**src/rtl/mem_access_arbiter_pkg.sv**
```systemverilog
// Shared definitions for the memory access arbiter: FSM states, grant ids
// and the fixed-priority request selector.
package mem_access_arbiter_pkg;

  localparam int CNT_W = 4;

  typedef enum logic [1:0] {
    ARB_IDLE   = 2'd0,
    ARB_ACCESS = 2'd1,
    ARB_RESP   = 2'd2
  } arb_state_t;

  typedef enum logic [1:0] {
    GNT_NONE = 2'd0,
    GNT_IF   = 2'd1,
    GNT_EX   = 2'd2,
    GNT_LD   = 2'd3
  } gnt_id_t;

  // Execute beats fetch beats loader; the loader only runs while the CPU is idle.
  function automatic gnt_id_t prio_select(input logic ex_req,
                                          input logic if_req,
                                          input logic ld_req);
    gnt_id_t sel;
    sel = GNT_NONE;
    if (ex_req) begin
      sel = GNT_EX;
    end else if (if_req) begin
      sel = GNT_IF;
    end else if (ld_req) begin
      sel = GNT_LD;
    end
    return sel;
  endfunction

endpackage

```
**src/rtl/mem_wait_counter.sv**
```systemverilog
// Loadable down-counter that times the RAM access phase; zero marks the
// last access cycle.
module mem_wait_counter
  import mem_access_arbiter_pkg::*;
(
  input  logic             clk,
  input  logic             rst_n,
  input  logic             load,
  input  logic [CNT_W-1:0] load_val,
  input  logic             dec,
  output logic             zero
);

  logic [CNT_W-1:0] count;

  // Saturates at zero so a stray decrement can never wrap to 15.
  always_ff @(posedge clk or negedge rst_n) begin
    if (!rst_n) begin
      count <= '0;
    end else if (load) begin
      count <= load_val;
    end else if (dec && (count != '0)) begin
      count <= count - {{(CNT_W-1){1'b0}}, 1'b1};
    end
  end

  assign zero = (count == '0);

endmodule

```
**src/rtl/mem_access_arbiter.sv**
```systemverilog
// Single-port RAM arbiter: grants one of fetch/execute/loader per access,
// holds the RAM for WAIT_CYC cycles, then pulses that requester's done.
module mem_access_arbiter
  import mem_access_arbiter_pkg::*;
#(
  parameter int AW       = 8,
  parameter int DW       = 8,
  parameter int WAIT_CYC = 2
) (
  input  logic          clk,
  input  logic          rst_n,
  input  logic          if_req,
  input  logic [AW-1:0] if_addr,
  output logic          if_done,
  input  logic          ex_req,
  input  logic          ex_we,
  input  logic [AW-1:0] ex_addr,
  input  logic [DW-1:0] ex_wdata,
  output logic          ex_done,
  input  logic          ld_req,
  input  logic [AW-1:0] ld_addr,
  input  logic [DW-1:0] ld_wdata,
  output logic          ld_done,
  output logic          mem_en,
  output logic          mem_we,
  output logic [AW-1:0] mem_addr,
  output logic [DW-1:0] mem_wdata,
  input  logic [DW-1:0] mem_rdata,
  output logic [DW-1:0] rdata,
  output logic          busy
);

  localparam logic [CNT_W-1:0] WAIT_LOAD = CNT_W'(WAIT_CYC - 1);

  arb_state_t    state, state_next;
  gnt_id_t       grant, gnt_q;
  logic          grant_start;
  logic          cnt_load, cnt_dec, cnt_zero;
  logic [AW-1:0] addr_q;
  logic [DW-1:0] wdata_q;
  logic          we_q;

  // Requests are only looked at in IDLE, so nothing can pre-empt an access.
  assign grant       = (state == ARB_IDLE) ? prio_select(ex_req, if_req, ld_req) : GNT_NONE;
  assign grant_start = (grant != GNT_NONE);

  always_ff @(posedge clk or negedge rst_n) begin
    if (!rst_n) begin
      state <= ARB_IDLE;
    end else begin
      state <= state_next;
    end
  end

  always_comb begin
    state_next = state;
    cnt_load   = 1'b0;
    cnt_dec    = 1'b0;
    case (state)
      ARB_IDLE: begin
        if (grant_start) begin
          state_next = ARB_ACCESS;
          cnt_load   = 1'b1;
        end
      end
      ARB_ACCESS: begin
        if (cnt_zero) begin
          state_next = ARB_RESP;
        end else begin
          cnt_dec = 1'b1;
        end
      end
      ARB_RESP: begin
        state_next = ARB_IDLE;
      end
      default: begin
        state_next = ARB_IDLE;
      end
    endcase
  end

  mem_wait_counter u_wait_counter (
    .clk      (clk),
    .rst_n    (rst_n),
    .load     (cnt_load),
    .load_val (WAIT_LOAD),
    .dec      (cnt_dec),
    .zero     (cnt_zero)
  );

  // Fetch never writes, so its grant leaves the write-data latch untouched.
  always_ff @(posedge clk or negedge rst_n) begin
    if (!rst_n) begin
      gnt_q   <= GNT_NONE;
      addr_q  <= '0;
      wdata_q <= '0;
      we_q    <= 1'b0;
    end else if (grant_start) begin
      gnt_q <= grant;
      case (grant)
        GNT_EX: begin
          addr_q  <= ex_addr;
          wdata_q <= ex_wdata;
          we_q    <= ex_we;
        end
        GNT_IF: begin
          addr_q <= if_addr;
          we_q   <= 1'b0;
        end
        GNT_LD: begin
          addr_q  <= ld_addr;
          wdata_q <= ld_wdata;
          we_q    <= 1'b1;
        end
        default: begin
        end
      endcase
    end
  end

  always_ff @(posedge clk or negedge rst_n) begin
    if (!rst_n) begin
      rdata <= '0;
    end else if ((state == ARB_ACCESS) && cnt_zero && !we_q) begin
      rdata <= mem_rdata;
    end
  end

  assign mem_en    = (state == ARB_ACCESS);
  assign mem_we    = mem_en && we_q;
  assign mem_addr  = addr_q;
  assign mem_wdata = wdata_q;
  assign busy      = (state != ARB_IDLE);

  assign if_done = (state == ARB_RESP) && (gnt_q == GNT_IF);
  assign ex_done = (state == ARB_RESP) && (gnt_q == GNT_EX);
  assign ld_done = (state == ARB_RESP) && (gnt_q == GNT_LD);

endmodule

```
**config.mk**
```make
export PLATFORM = sky130hd
export DESIGN_NAME = mem_access_arbiter
export DESIGN_NICKNAME = d
export VERILOG_FILES = /design/src/rtl/mem_access_arbiter_pkg.sv /design/src/rtl/mem_wait_counter.sv /design/src/rtl/mem_access_arbiter.sv
export SDC_FILE = /design/constraint.sdc
export NUM_CORES = 1
export LEC_CHECK = 0
export BUFFER_PORTS_ARGS = -buffer_cell sky130_fd_sc_hd__buf_4
export CAP_MARGIN = 0
export CORE_ASPECT_RATIO = 2
export CORE_UTILIZATION = 25
export CTS_BUF_LIST = sky130_fd_sc_hd__clkbuf_4
export DETAILED_ROUTE_END_ITERATION = 8
export PLACE_DENSITY = 0.57
export SLEW_MARGIN = 20
export SYNTH_ARGS = -nofsm -noshare
export SYNTH_HDL_FRONTEND = slang
export SYNTH_SLANG_ARGS = --single-unit
```
**constraint.sdc**
```tcl
create_clock -name clk -period 1.6 [get_ports clk]
set_input_delay 0.08 -clock clk [delete_from_list [all_inputs] [get_ports clk]]
set_output_delay 0.08 -clock clk [all_outputs]
set_load 0.1 [all_outputs]
```
; Word-level counts from Yosys, hierarchy flattened
; Index checks and enable logic that the tools add are counted.
[classes]
addsub = 1
n_eq_ne = 10
muxes = 16
n_reduce_logical = 19
[op_table]
columns = cell, n
row1 = case mux 8 bit (3 select lines), 1
row2 = case mux 8 bit (2 select lines), 1
row3 = 2-to-1 mux 2 bit, 6
row4 = equality test 2 bit (second input constant), 5
row5 = 2-to-1 mux 4 bit, 2
row6 = nonzero test 2 bit, 4
row7 = logical AND 1 bit, 7
row8 = equality test 2 x 1 -> 1 bit (second input constant), 3
row9 = AND reduction 2 bit, 3
row10 = zero test 4 bit, 1
row11 = 2-to-1 mux 1 bit, 4
row12 = case mux 2 bit (2 select lines), 1
row13 = nonzero test 4 bit, 1
row14 = subtractor 4 x 1 -> 4 bit (second input constant), 1
row15 = case mux 1 bit (3 select lines), 1
row16 = nonzero test 3 bit, 1
row17 = zero test 2 bit, 1
row18 = inequality test 2 x 1 -> 1 bit (second input constant), 1
row19 = inequality test 2 bit (second input constant), 1
row20 = zero test 1 bit, 1
[totals]
ff_bits = 33
input_bits = 54
out_inout_bits = 30
elab_cells = 53

; Depth between registers and ports, before layout
; Gate-level depths: netlist of the first run.
[logic_depth]
word_depth = 8
ltp_mapped = 6
depth_no_buf = 6

; Cells and area by module
; A second synthesis of the first run with hierarchy kept.
[hier_totals]
cells_unflattened = 159
area_unflattened_um2 = 1789.2
[by_module_without_submodules]
columns = mod, n_inst, cells_per_inst, area_each_um2, seq_area_each_um2
row1 = mem_access_arbiter, 1, 132, 1519.0, 725.7
row2 = mem_wait_counter, 1, 27, 270.3, 100.1

; Least setup slack after synthesis of the first run
; OpenSTA, ideal clock, no wires.
[synth_timing]
path_type = reg-to-output
from = register state[0]
to = output port ex_done
arrival_time_ns = 3.344
required_time_ns = 1.520
setup_slack_ns = -1.824
stages_incl_launch_ff = 2
path_buffers = 0
path_cell_list = dfrtp_1 -> nor4bb_1
[synth_between]
elab_chain_len = 2
[synth_lines]
columns = element, line
row1 = "start, declared", mem_access_arbiter.sv:35  ; arb_state_t state, state_next;
row2 = "start signal, assigned", mem_access_arbiter.sv:51  ; state <= state_next;
row3 = equality test 2 bit, mem_access_arbiter.sv:136  ; assign ex_done = (state == ARB_RESP) && (gnt_q == GNT_EX);
row4 = logical AND 1 bit, mem_access_arbiter.sv:136
row5 = "end, declared", mem_access_arbiter.sv:19  ; output logic ex_done,
; No other way between the ends.

; Worst setup path in the final report of the first run
[layout_timing]
from = register u_wait_counter.count[1]
to = register rdata[0]
[layout_between]
elab_chain_len = 3
[layout_lines]
columns = element, line
row1 = "start, declared", mem_wait_counter.sv:14  ; logic [CNT_W-1:0] count;
row2 = "start signal, assigned", mem_wait_counter.sv:21  ; count <= load_val;
row3 = "start signal, assigned", mem_wait_counter.sv:23  ; count <= count - {{(CNT_W-1){1'b0}}, 1'b1};
row4 = zero test 4 bit, mem_wait_counter.sv:27  ; assign zero = (count == '0);
row5 = logical AND 1 bit (2 in series), mem_access_arbiter.sv:124  ; end else if ((state == ARB_ACCESS) && cnt_zero && !we_q) begin
row6 = "end signal, assigned", mem_access_arbiter.sv:125  ; rdata <= mem_rdata;
row7 = "end, declared", mem_access_arbiter.sv:29  ; output logic [DW-1:0] rdata,
; No other way between the ends.
; A chain may end at the register's enable or synchronous reset.

==> reports/qor_table.md, run 1 <==
| Item | Value | Unit |
|---|---|---|
| Clock Tree Buf Depth | 2 | - |
| Die Y-Extent | 115 | µm |
| Die area | 6730 | µm² |
| Clock Root Buffer | sky130_fd_sc_hd__clkbuf_4 | - |
| Count of H-tree levels built during CTS | 2 | - |
| Final-report max-slew violation count | 0 | - |
| Most instantiated flip-flop cell in the synthesis netlist | sky130_fd_sc_hd__dfrtp_1 | - |
| Startpoint type of the worst setup path | flip-flop | - |
| Count of cells along the worst register-to-register path | 6 | - |
| Hold WS | 17.6 | ps |
| RSZ-0062 raised after global routing | false | - |
| Clock tree from TritonCTS | done | - |
| Top cells by area in the synthesized netlist | sky130_fd_sc_hd__dfrtp_1 52%, sky130_fd_sc_hd__mux2_2 6.3%, sky130_fd_sc_hd__mux2i_1 5.6% | - |
| Share of the clock period used by the worst path after layout | 0.987 | - |
| Post-DR wirelength/cell | 13.1 | µm |
| Ys Warns | 0 | - |
| Most common cell after layout, fill and taps aside | sky130_fd_sc_hd__buf_4 | - |
| Row cnt | 40 | - |
| NumNets Final | 324 | - |
| Setup slack, reg-to-reg | 20 | ps |
| Type of the most critical hold path | primary input to flip-flop | - |
| I/O pin count | 84 | - |
| Post-layout min period | 1580 | ps |
| Max capacitance violation total | 0 | - |
| Top-area cell type share of the netlist area | 0.517 | - |
| Final weighted congestion in routability-driven placement | 0.730 | - |
| Critical Path End Type | flip-flop | - |
| Critical Path RT | 1830 | ps |
| Vias | 1567 | - |
| Hold Path Origin | ex_addr[6] | - |
| Final-report setup violation count | 0 | - |
| PortBufs | 83 | - |
| Slew at the pin closest to its max-slew limit | 619 | ps |
| Startpoint of the most critical register-to-register path | u_wait_counter.count[1]$_DFFE_PN0P_ | - |
| Destination of the worst hold path | mem_addr[6]$_DFFE_PN0P_ | - |
| Fmax | 0.633 | GHz |
| Number of enable flip-flop cells after synthesis | 0 | - |
| Maximum fanout encountered on the critical timing path | 8 | - |
| Via density per instance | 4.43 | - |
| Floorplan core area | 6110 | µm² |
| Maximum number of pins on one net before global-route repair | 34 | - |
| Register bit total from synthesis | 33 | - |
| Clock slew at the register clock pins of the worst setup and hold paths | 110 | ps |
| Number of fillers in the final layout | 623 | - |
| Post-Syn Instances | 155 | - |
| Post-Syn Area | 1600 | µm² |
| Total wirelength of the detailed-routed design | 4.65 | mm |
| Starting density of the core | 0.261 | - |
| Area delta synth->final | 72.9 | % |
| Number of cells on the worst hold path | 3 | - |
| Capture point of the worst reg-to-reg path | rdata[0]$_DFFE_PN0P_ | - |
| Count of antenna-violating nets left after detailed routing | 0 | - |
| Number of inserted diodes | 0 | - |
| Top library cells by usage in the layout, fill and taps aside | 89 x sky130_fd_sc_hd__buf_4, 32 x sky130_fd_sc_hd__dfrtp_1, 21 x sky130_fd_sc_hd__nand2_1 | - |
| Count of unique library cells instantiated by Yosys | 31 | - |
| Final core utilization | 0.452 | - |
| Die Span X | 58.5 | µm |
| Placement-stage cell area | 2430 | µm² |
| Detailed placement HPWL | 3.47 | mm |
| Overall overflow remaining after global route | 0 | - |
| Overall routing resource usage | 0.148 | - |
| Yosys top cell by area | sky130_fd_sc_hd__dfrtp_1 | - |
| Number of iterations in the first detailed-routing pass | 4 | - |
| Initial antenna violation count | 0 | - |
| Worst EP arrival | 1810 | ps |
| First-pass GRT wire length | 7.40 | mm |
| Mean cell area of the mapped netlist | 10.3 | µm² |
| CP Class | flip-flop to flip-flop | - |
| Result of the run | complete, no violations | - |
| Syn_nets | 210 | - |
| Initial detailed-routing violation count | 31 | - |
| Vias in the first global route | 1577 | - |
| CTS Buf Count | 5 | - |
| Cell area after layout | 2760 | µm² |
| Latest clock arrival within the worst-skew pair | 330 | ps |
| DRC Markers | 0 | - |
| Sinks on the clock net | 33 | - |
| Worst-case clock skew | 4.64 | ps |
| Fin. Hold Viols | 0 | - |
| Normalized max-slew margin | 0.587 | - |
| Register area share after synthesis | 0.517 | - |
| Fraction of final layout cells sized beyond drive strength 1 | 0.470 | - |
| Post-synthesis async set-or-reset flop share | 1.00 | - |
[per-stage QoR]
step                worst slack, ps  setup TNS, ps  cells
floorplan                      -115           -496    155
global placement               74.2              0    325
detailed placement             16.8              0    325
CTS                           -17.4          -17.4    351
global route                   1.45              0    354
finish                         20.7              0    354
[how the worst max path moves through the flow]
stage / startpoint / end / slack (ps) / cells past startpoint
after floorplan: state[0]$_DFFE_PN0P_ / u_wait_counter.count[1]$_DFFE_PN0P_ / -110 / 5
after global placement: u_wait_counter.count[1]$_DFFE_PN0P_ / rdata[2]$_DFFE_PN0P_ / 70 / 6
after detailed placement: u_wait_counter.count[1]$_DFFE_PN0P_ / rdata[0]$_DFFE_PN0P_ / 20 / 6
after CTS: state[0]$_DFFE_PN0P_ / busy / -20 / 4
after global routing: u_wait_counter.count[1]$_DFFE_PN0P_ / rdata[3]$_DFFE_PN0P_ / 1 / 6
final: u_wait_counter.count[1]$_DFFE_PN0P_ / rdata[0]$_DFFE_PN0P_ / 20 / 6
[layer usage]
layer | up-vias | GRT usage | share of wire
met5 | - | 0 | 0
met4 | 0 | 0.0714 | 0.025
met3 | 8 | 0.0225 | 0.038
met2 | 46 | 0.277 | 0.59
met1 | 737 | 0.155 | 0.34
li1 | 776 | - | -
[flip-flops by register name (all words and copies together) (netlist names)]
name / cells
gnt_q: 2
mem_wdata: 8
we_q: 1
mem_addr: 8
rdata: 8
state: 2
u_wait_counter.count: 4
[repair_timing]
action / 4_1_cts / 5_1_grt
endpoints found under the setup margin: 2 / 12
endpoints found under the hold margin: 49 / 0
setup buffers: 0 / 3
resized for setup: 3 / 10
pin swaps: 0 / 1
hold buffers: 18 / 0
[area by class of cell]
class                           instances  area (µm²)  area share
Tap cell                               84         105      0.0381
Sequential cell                        33         827       0.300
Timing Repair Buffer                  114         953       0.345
Clock inverter                          3        46.3      0.0168
Inverter                                4        18.8     0.00680
Multi-Input combinational cell        111         772       0.280
Clock buffer                            5        37.5      0.0136
[logic make-up after synthesis]
logic type,after synthesis,synth area share
AO/OA/AOI/OAI,39,0.150
buffers and inverters,11,0.0282
AND/OR/NAND/NOR,51,0.165
adder cells (fa/ha/maj),1,0.00784
multiplexers,18,0.120
XOR/XNOR,2,0.0110
flip-flops,33,0.517
[worst max-delay path: stages, from the launching register on]
cell and delay, ps:
sky130_fd_sc_hd__dfrtp_1 410, sky130_fd_sc_hd__inv_1 80, sky130_fd_sc_hd__ha_1 160, sky130_fd_sc_hd__nand2b_1 130, sky130_fd_sc_hd__nor4_4 200, sky130_fd_sc_hd__buf_6 180
sky130_fd_sc_hd__mux2_2 330
[cells in the mapped netlist, types with 2 or more instances]
cell                        number
sky130_fd_sc_hd__nand2_1        21
sky130_fd_sc_hd__dfrtp_1        33
sky130_fd_sc_hd__o21ai_0        18
sky130_fd_sc_hd__a2bb2oi_1       8
sky130_fd_sc_hd__nor3_1          3
sky130_fd_sc_hd__buf_2           3
sky130_fd_sc_hd__mux2_2          9
sky130_fd_sc_hd__mux2i_1         9
sky130_fd_sc_hd__inv_1           4
sky130_fd_sc_hd__clkbuf_1        4
sky130_fd_sc_hd__a21oi_1         9
sky130_fd_sc_hd__nor4bb_1        2
sky130_fd_sc_hd__nor2_1         14
Power of run 1 is not shown: default switching activity piles up to over one toggle a cycle in this logic, so the estimate is an artifact.
==> run 2, diff against run 1 <==
Settings changed: GPL_TIMING_DRIVEN set to 0, TNS_END_PERCENT set to 5.
==> run 2 against run 1 <==
  * Cell area shrank 1.8%
  * Wire length down 3.5%
  * Global-route usage fell by 0.55 points
==> reports/qor_table.md, run 2 (same netlist as run 1, synthesis figures left out) <==
| Item | Value | Unit | Delta |
|---|---|---|---|
| Result of the run | complete, no violations | - |  |
| Worst-case clock skew | 2.84 | ps | -1.80 ps |
| Detailed placement HPWL | 3.31 | mm | -4.4% |
| Post-layout min period | 1590 | ps | +6.47 ps |
| Clock tree from TritonCTS | done | - |  |
| Total wirelength of the detailed-routed design | 4.49 | mm | -3.5% |
| Top library cells by usage in the layout, fill and taps aside | 83 x sky130_fd_sc_hd__buf_4, 31 x sky130_fd_sc_hd__dfrtp_1, 21 x sky130_fd_sc_hd__nand2_1 | - |  |
| Overall routing resource usage | 0.143 | - | -0.00550 |
| PortBufs | 83 | - | unchanged |
| Latest clock arrival within the worst-skew pair | 330 | ps | about the same |
| Sinks on the clock net | 33 | - | unchanged |
| First-pass GRT wire length | 7.12 | mm | -3.8% |
| Area delta synth->final | 69.7 | % |  |
| Critical Path RT | 1520 | ps | -310 ps |
| Placement-stage cell area | 2370 | µm² | -2.5% |
| Final-report setup violation count | 0 | - | unchanged |
| Final core utilization | 0.444 | - | -0.00820 |
| I/O pin count | 84 | - | unchanged |
| Most common cell after layout, fill and taps aside | sky130_fd_sc_hd__buf_4 | - |  |
| Count of H-tree levels built during CTS | 2 | - | unchanged |
| Normalized max-slew margin | 0.689 | - | +0.102 |
| Critical Path End Type | output pin | - |  |
| Number of iterations in the first detailed-routing pass | 6 | - | +2 |
| Cell Chain, Critical Path | buf_6, nor4bb_4, buf_6 | - |  |
| Cell repeated most along the worst path | sky130_fd_sc_hd__buf_6 | - |  |
| Clock Root Buffer | sky130_fd_sc_hd__clkbuf_4 | - |  |
| Floorplan core area | 6110 | µm² | unchanged |
| Overall overflow remaining after global route | 0 | - | unchanged |
| Starting density of the core | 0.261 | - | unchanged |
| Vias in the first global route | 1551 | - | -1.6% |
| Post-Place Worst Slack | -195 | ps | -212 ps |
| Post-DR wirelength/cell | 12.7 | µm | -3.3% |
| Worst EP arrival | 1510 | ps | -300 ps |
| Via density per instance | 4.44 | - | +0.22% |
| NumNets Final | 322 | - | -0.62% |
| CTS Buf Count | 5 | - | unchanged |
| Setup slack, reg-to-reg | 70 | ps | +50 ps |
| Clock slew at the register clock pins of the worst setup and hold paths | 100 | ps | about the same |
| Final-report max-slew violation count | 0 | - | unchanged |
| Die Y-Extent | 115 | µm | unchanged |
| Slew at the pin closest to its max-slew limit | 467 | ps | -152 ps |
| Maximum number of pins on one net before global-route repair | 34 | - | unchanged |
| Max capacitance violation total | 0 | - | unchanged |
| Fmax | 0.631 | GHz | -0.41% |
| Initial antenna violation count | 1 | - | +1 |
| Startpoint type of the worst setup path | flip-flop | - |  |
| RSZ-0062 raised after global routing | true | - |  |
| Initial detailed-routing violation count | 40 | - | +29% |
| Count of antenna-violating nets left after detailed routing | 0 | - | unchanged |
| Final Worst Setup Slack | 14.2 | ps | -6.47 ps |
| Row cnt | 40 | - | unchanged |
| CP delay by family, top | flip-flops | - |  |
| Final weighted congestion in routability-driven placement | 0.705 | - | -3.4% |
| Type of the most critical hold path | primary input to flip-flop | - |  |
| Die Span X | 58.5 | µm | unchanged |
| Critical Path Slowest Stage Cell | sky130_fd_sc_hd__dfrtp_2 | - |  |
| Buf/Inv on CP | 2 | - | unchanged |
| Share of the clock period used by the worst path after layout | 0.991 | - | +0.00405 |
| Number of fillers in the final layout | 624 | - | +0.16% |
| Fin. Hold Viols | 0 | - | unchanged |
| Maximum fanout encountered on the critical timing path | 6 | - | -2 |
| Vias | 1566 | - | -0.064% |
| Die area | 6730 | µm² | unchanged |
| Fraction of final layout cells sized beyond drive strength 1 | 0.470 | - | about the same |
| CP Class | flip-flop to output pin | - |  |
| DRC Markers | 0 | - | unchanged |
| Maximum single-stage delay on the critical path | 500 | ps | +90 ps |
| Cell area after layout | 2710 | µm² | -1.8% |
| Clock Tree Buf Depth | 2 | - | unchanged |
-- run 2: final cells by class --
| class | count | area (µm²) | share of cell area |
|---|---|---|---|
| diodes | 1 | 2.50 | 0.000923 |
| plain buffers | 7 | 46.3 | 0.0171 |
| multi-input cells | 111 | 798 | 0.295 |
| inverters | 4 | 18.8 | 0.00693 |
| flip-flops and latches | 33 | 828 | 0.306 |
| well taps | 84 | 105 | 0.0388 |
| repair buffers | 105 | 861 | 0.318 |
| clock inverters | 3 | 12.5 | 0.00462 |
| clock buffers | 5 | 37.5 | 0.0139 |
-- run 2: tightest hold or removal path, cell delays in order --
cell	delay (ps)
sky130_fd_sc_hd__buf_4	80
sky130_fd_sc_hd__nor2_1	30
sky130_fd_sc_hd__o21ai_0	130
-- run 2: timing repair --
item | in CTS | in global routing
gates resized for setup | 10 | 15
pin swaps | 2 | 2
endpoints found under the setup margin | 18 | 19
setup buffers | 3 | 2
endpoints found under the hold margin | 49 | 0
hold buffers | 17 | 0
-- run 2: layer usage --
layer  vias up  track usage  share of wire
met1       730        0.152           0.38
li1        770            -              -
met4         0       0.0698          0.029
met3         7       0.0270          0.041
met5         -            0              0
met2        59        0.261           0.55
-- run 2: final timing paths --
kind,cells past startpoint,start,endpoint
worst max-delay path,3,state[0]$_DFFE_PN0P_,ex_done
worst min-delay path,3,ex_addr[7],mem_addr[7]$_DFFE_PN0P_
worst max register to register,6,u_wait_counter.count[0]$_DFFE_PN0P_,rdata[0]$_DFFE_PN0P_
worst min register to register,2,mem_wdata[1]$_DFFE_PN0P_,mem_wdata[1]$_DFFE_PN0P_
max in group asynchronous,2,rst_n,state[0]$_DFFE_PN0P_
min in group asynchronous,2,rst_n,rdata[3]$_DFFE_PN0P_
-- run 2: per-stage QoR --
step                cells  TNS, ps  hold slack, ps
floorplan             155    -1190            -216
global placement      322    -1770            53.2
detailed placement    322    -2020            58.1
CTS                   350    -38.5            9.59
global route          353    -91.5            13.0
finish                353        0            18.5
Power of run 2 is left out for the same reason.
==> run 3, diff against run 2 <==
==> constraint.sdc (replaced) <==
create_clock -name clk -period 1.6 [get_ports clk]
set_input_delay 0.16 -clock clk [delete_from_list [all_inputs] [get_ports clk]]
set_output_delay 0.16 -clock clk [all_outputs]
set_load 0.1 [all_outputs]
==> run 3 against run 2 <==
  * The run now ends with negative setup slack left
  * Fmax fell by 3.8%
  * Register-to-register slack barely moved
  * Cell area fell by 4.0%
  * Flip-flop and latch count did not move
  * Die area did not move
  * Hold slack improved by 3.7 ps
==> reports/qor_table.md, run 3 (same netlist as run 1, synthesis figures left out) <==
| Item | Value | Unit | Delta |
|---|---|---|---|
| Critical Path Slowest Stage Cell | sky130_fd_sc_hd__dfrtp_2 | - |  |
| Area delta synth->final | 63.0 | % |  |
| Floorplan core area | 6110 | µm² | unchanged |
| DRC Markers | 0 | - | unchanged |
| Total wirelength of the detailed-routed design | 4.64 | mm | +3.4% |
| Final weighted congestion in routability-driven placement | 0.838 | - | +19% |
| Fin. Hold Viols | 0 | - | unchanged |
| Violated checks | negative setup slack | - |  |
| Number of fillers in the final layout | 640 | - | +2.6% |
| Dpl cells | 322 | - | unchanged |
| Clock tree from TritonCTS | done | - |  |
| Cell repeated most along the worst path | sky130_fd_sc_hd__buf_6 | - |  |
| Hold WS | 22.2 | ps | +3.71 ps |
| Initial detailed-routing violation count | 41 | - | +2.5% |
| Normalized max-slew margin | 0.591 | - | -0.0976 |
| Cell Chain, Critical Path | buf_6, nor4bb_4, buf_6 | - |  |
| Slew at the pin closest to its max-slew limit | 610 | ps | +144 ps |
| Final Worst Setup Slack | -48.1 | ps | -62.3 ps |
| Setup_tns | -80.4 | ps | -80.4 ps |
| Max capacitance violation total | 0 | - | unchanged |
| Maximum number of pins on one net before global-route repair | 34 | - | unchanged |
| Vias | 1531 | - | -2.2% |
| First-pass GRT wire length | 7.51 | mm | +5.5% |
| Via density per instance | 4.49 | - | +1.2% |
| Die Y-Extent | 115 | µm | unchanged |
| Count of antenna-violating nets left after detailed routing | 0 | - | unchanged |
| Type of the most critical hold path | primary input to flip-flop | - |  |
| CP Class | flip-flop to output pin | - |  |
| Clock Tree Buf Depth | 2 | - | unchanged |
| Maximum fanout encountered on the critical timing path | 4 | - | -2 |
| Die area | 6730 | µm² | unchanged |
| Maximum single-stage delay on the critical path | 470 | ps | -30 ps |
| Count of H-tree levels built during CTS | 2 | - | unchanged |
| RSZ-0062 raised after global routing | true | - |  |
| Fmax | 0.607 | GHz | -3.8% |
| Overall overflow remaining after global route | 0 | - | unchanged |
| Startpoint type of the worst setup path | flip-flop | - |  |
| PortBufs | 83 | - | unchanged |
| Sinks on the clock net | 33 | - | unchanged |
| I/O pin count | 84 | - | unchanged |
| NumNets Final | 310 | - | -3.7% |
| Final-report max-slew violation count | 0 | - | unchanged |
| Worst EP arrival | 1490 | ps | -20 ps |
| Final core utilization | 0.426 | - | -0.0176 |
| Die Span X | 58.5 | µm | unchanged |
| Row cnt | 40 | - | unchanged |
| Number of standard cells in the layout, taps in and fillers out | 341 | - | -3.4% |
| Final-report setup violation count | 2 | - | +2 |
| Fraction of final layout cells sized beyond drive strength 1 | 0.477 | - | +0.00641 |
| Post-layout min period | 1650 | ps | +62.3 ps |
| Share of the clock period used by the worst path after layout | 1.03 | - | +0.0389 |
| Initial antenna violation count | 1 | - | unchanged |
| Worst-case clock skew | 10.4 | ps | +7.58 ps |
| Clock slew at the register clock pins of the worst setup and hold paths | 110 | ps | about the same |
| Most common cell after layout, fill and taps aside | sky130_fd_sc_hd__buf_4 | - |  |
| CTS Buf Count | 5 | - | unchanged |
| Overall routing resource usage | 0.152 | - | +0.00890 |
| Vias in the first global route | 1598 | - | +3.0% |
| Clock Root Buffer | sky130_fd_sc_hd__clkbuf_4 | - |  |
| Post-DR wirelength/cell | 13.6 | µm | +7.0% |
| Critical Path End Type | output pin | - |  |
| Latest clock arrival within the worst-skew pair | 350 | ps | +20 ps |
| Starting density of the core | 0.261 | - | unchanged |
| Number of iterations in the first detailed-routing pass | 4 | - | -2 |
| Result of the run | finished, violations left | - |  |
| Top library cells by usage in the layout, fill and taps aside | 78 x sky130_fd_sc_hd__buf_4, 31 x sky130_fd_sc_hd__dfrtp_1, 21 x sky130_fd_sc_hd__nand2_1 | - |  |
| Detailed placement HPWL | 3.42 | mm | +3.3% |
| Critical Path RT | 1440 | ps | -80 ps |
run 3: cell type report:
cell class | instances | area (µm²) | area share
clock buffers | 5 | 37.5 | 0.0144
inverters | 4 | 18.8 | 0.00721
well taps | 84 | 105 | 0.0404
diodes | 1 | 2.50 | 0.000962
flip-flops and latches | 33 | 828 | 0.318
multi-input cells | 111 | 788 | 0.303
plain buffers | 7 | 37.5 | 0.0144
clock inverters | 3 | 12.5 | 0.00481
repair buffers | 93 | 772 | 0.297
run 3: path summary, 6_finish.rpt:
path                       depth (start not counted)  slack, ps                       end                startpoint
max reg2reg                                        6         60   mem_addr[5]$_DFFE_PN0P_      state[0]$_DFFE_PN0P_
max                                                3        -50                   ex_done      state[0]$_DFFE_PN0P_
max in group asynchronous                          2        960      state[1]$_DFFE_PN0P_                     rst_n
min                                                3         20   mem_addr[5]$_DFFE_PN0P_                if_addr[5]
min reg2reg                                        2        490  mem_wdata[4]$_DFFE_PN0P_  mem_wdata[4]$_DFFE_PN0P_
min in group asynchronous                          2        290   mem_addr[5]$_DFFE_PN0P_                     rst_n
run 3: per-layer routing:
layer,global-route usage,wire length (µm),vias up
li1,-,-,744
met1,0.152,1690,736
met2,0.283,2650,40
met3,0.0247,142,11
met4,0.0889,161,0
met5,0,0,-
run 3: metrics by stage:
stage	area, µm²	worst slack [ps]
2_1_floorplan	1640	-140
3_3_place_gp	2370	-183
3_5_place_dp	2370	-208
4_1_cts	2580	-65.2
5_1_grt	2600	-130
6_report	2600	-48.1
run 3: what timing repair did:
action,4_1_cts,5_1_grt
pin swaps,2,1
hold buffers,7,0
resized for setup,17,7
hold endpoints to repair,39,0
endpoints found under the setup margin,20,21
setup buffers,3,0
run 3: worst max-delay path, delay by kind of cell, from the launching register on:
| family | cells | cell delay, ps |
|---|---|---|
| flip-flops | 1 | 470 |
| AND/OR/NAND/NOR | 1 | 270 |
| buffers and inverters | 2 | 410 |
Power of run 3 is left out for the same reason.
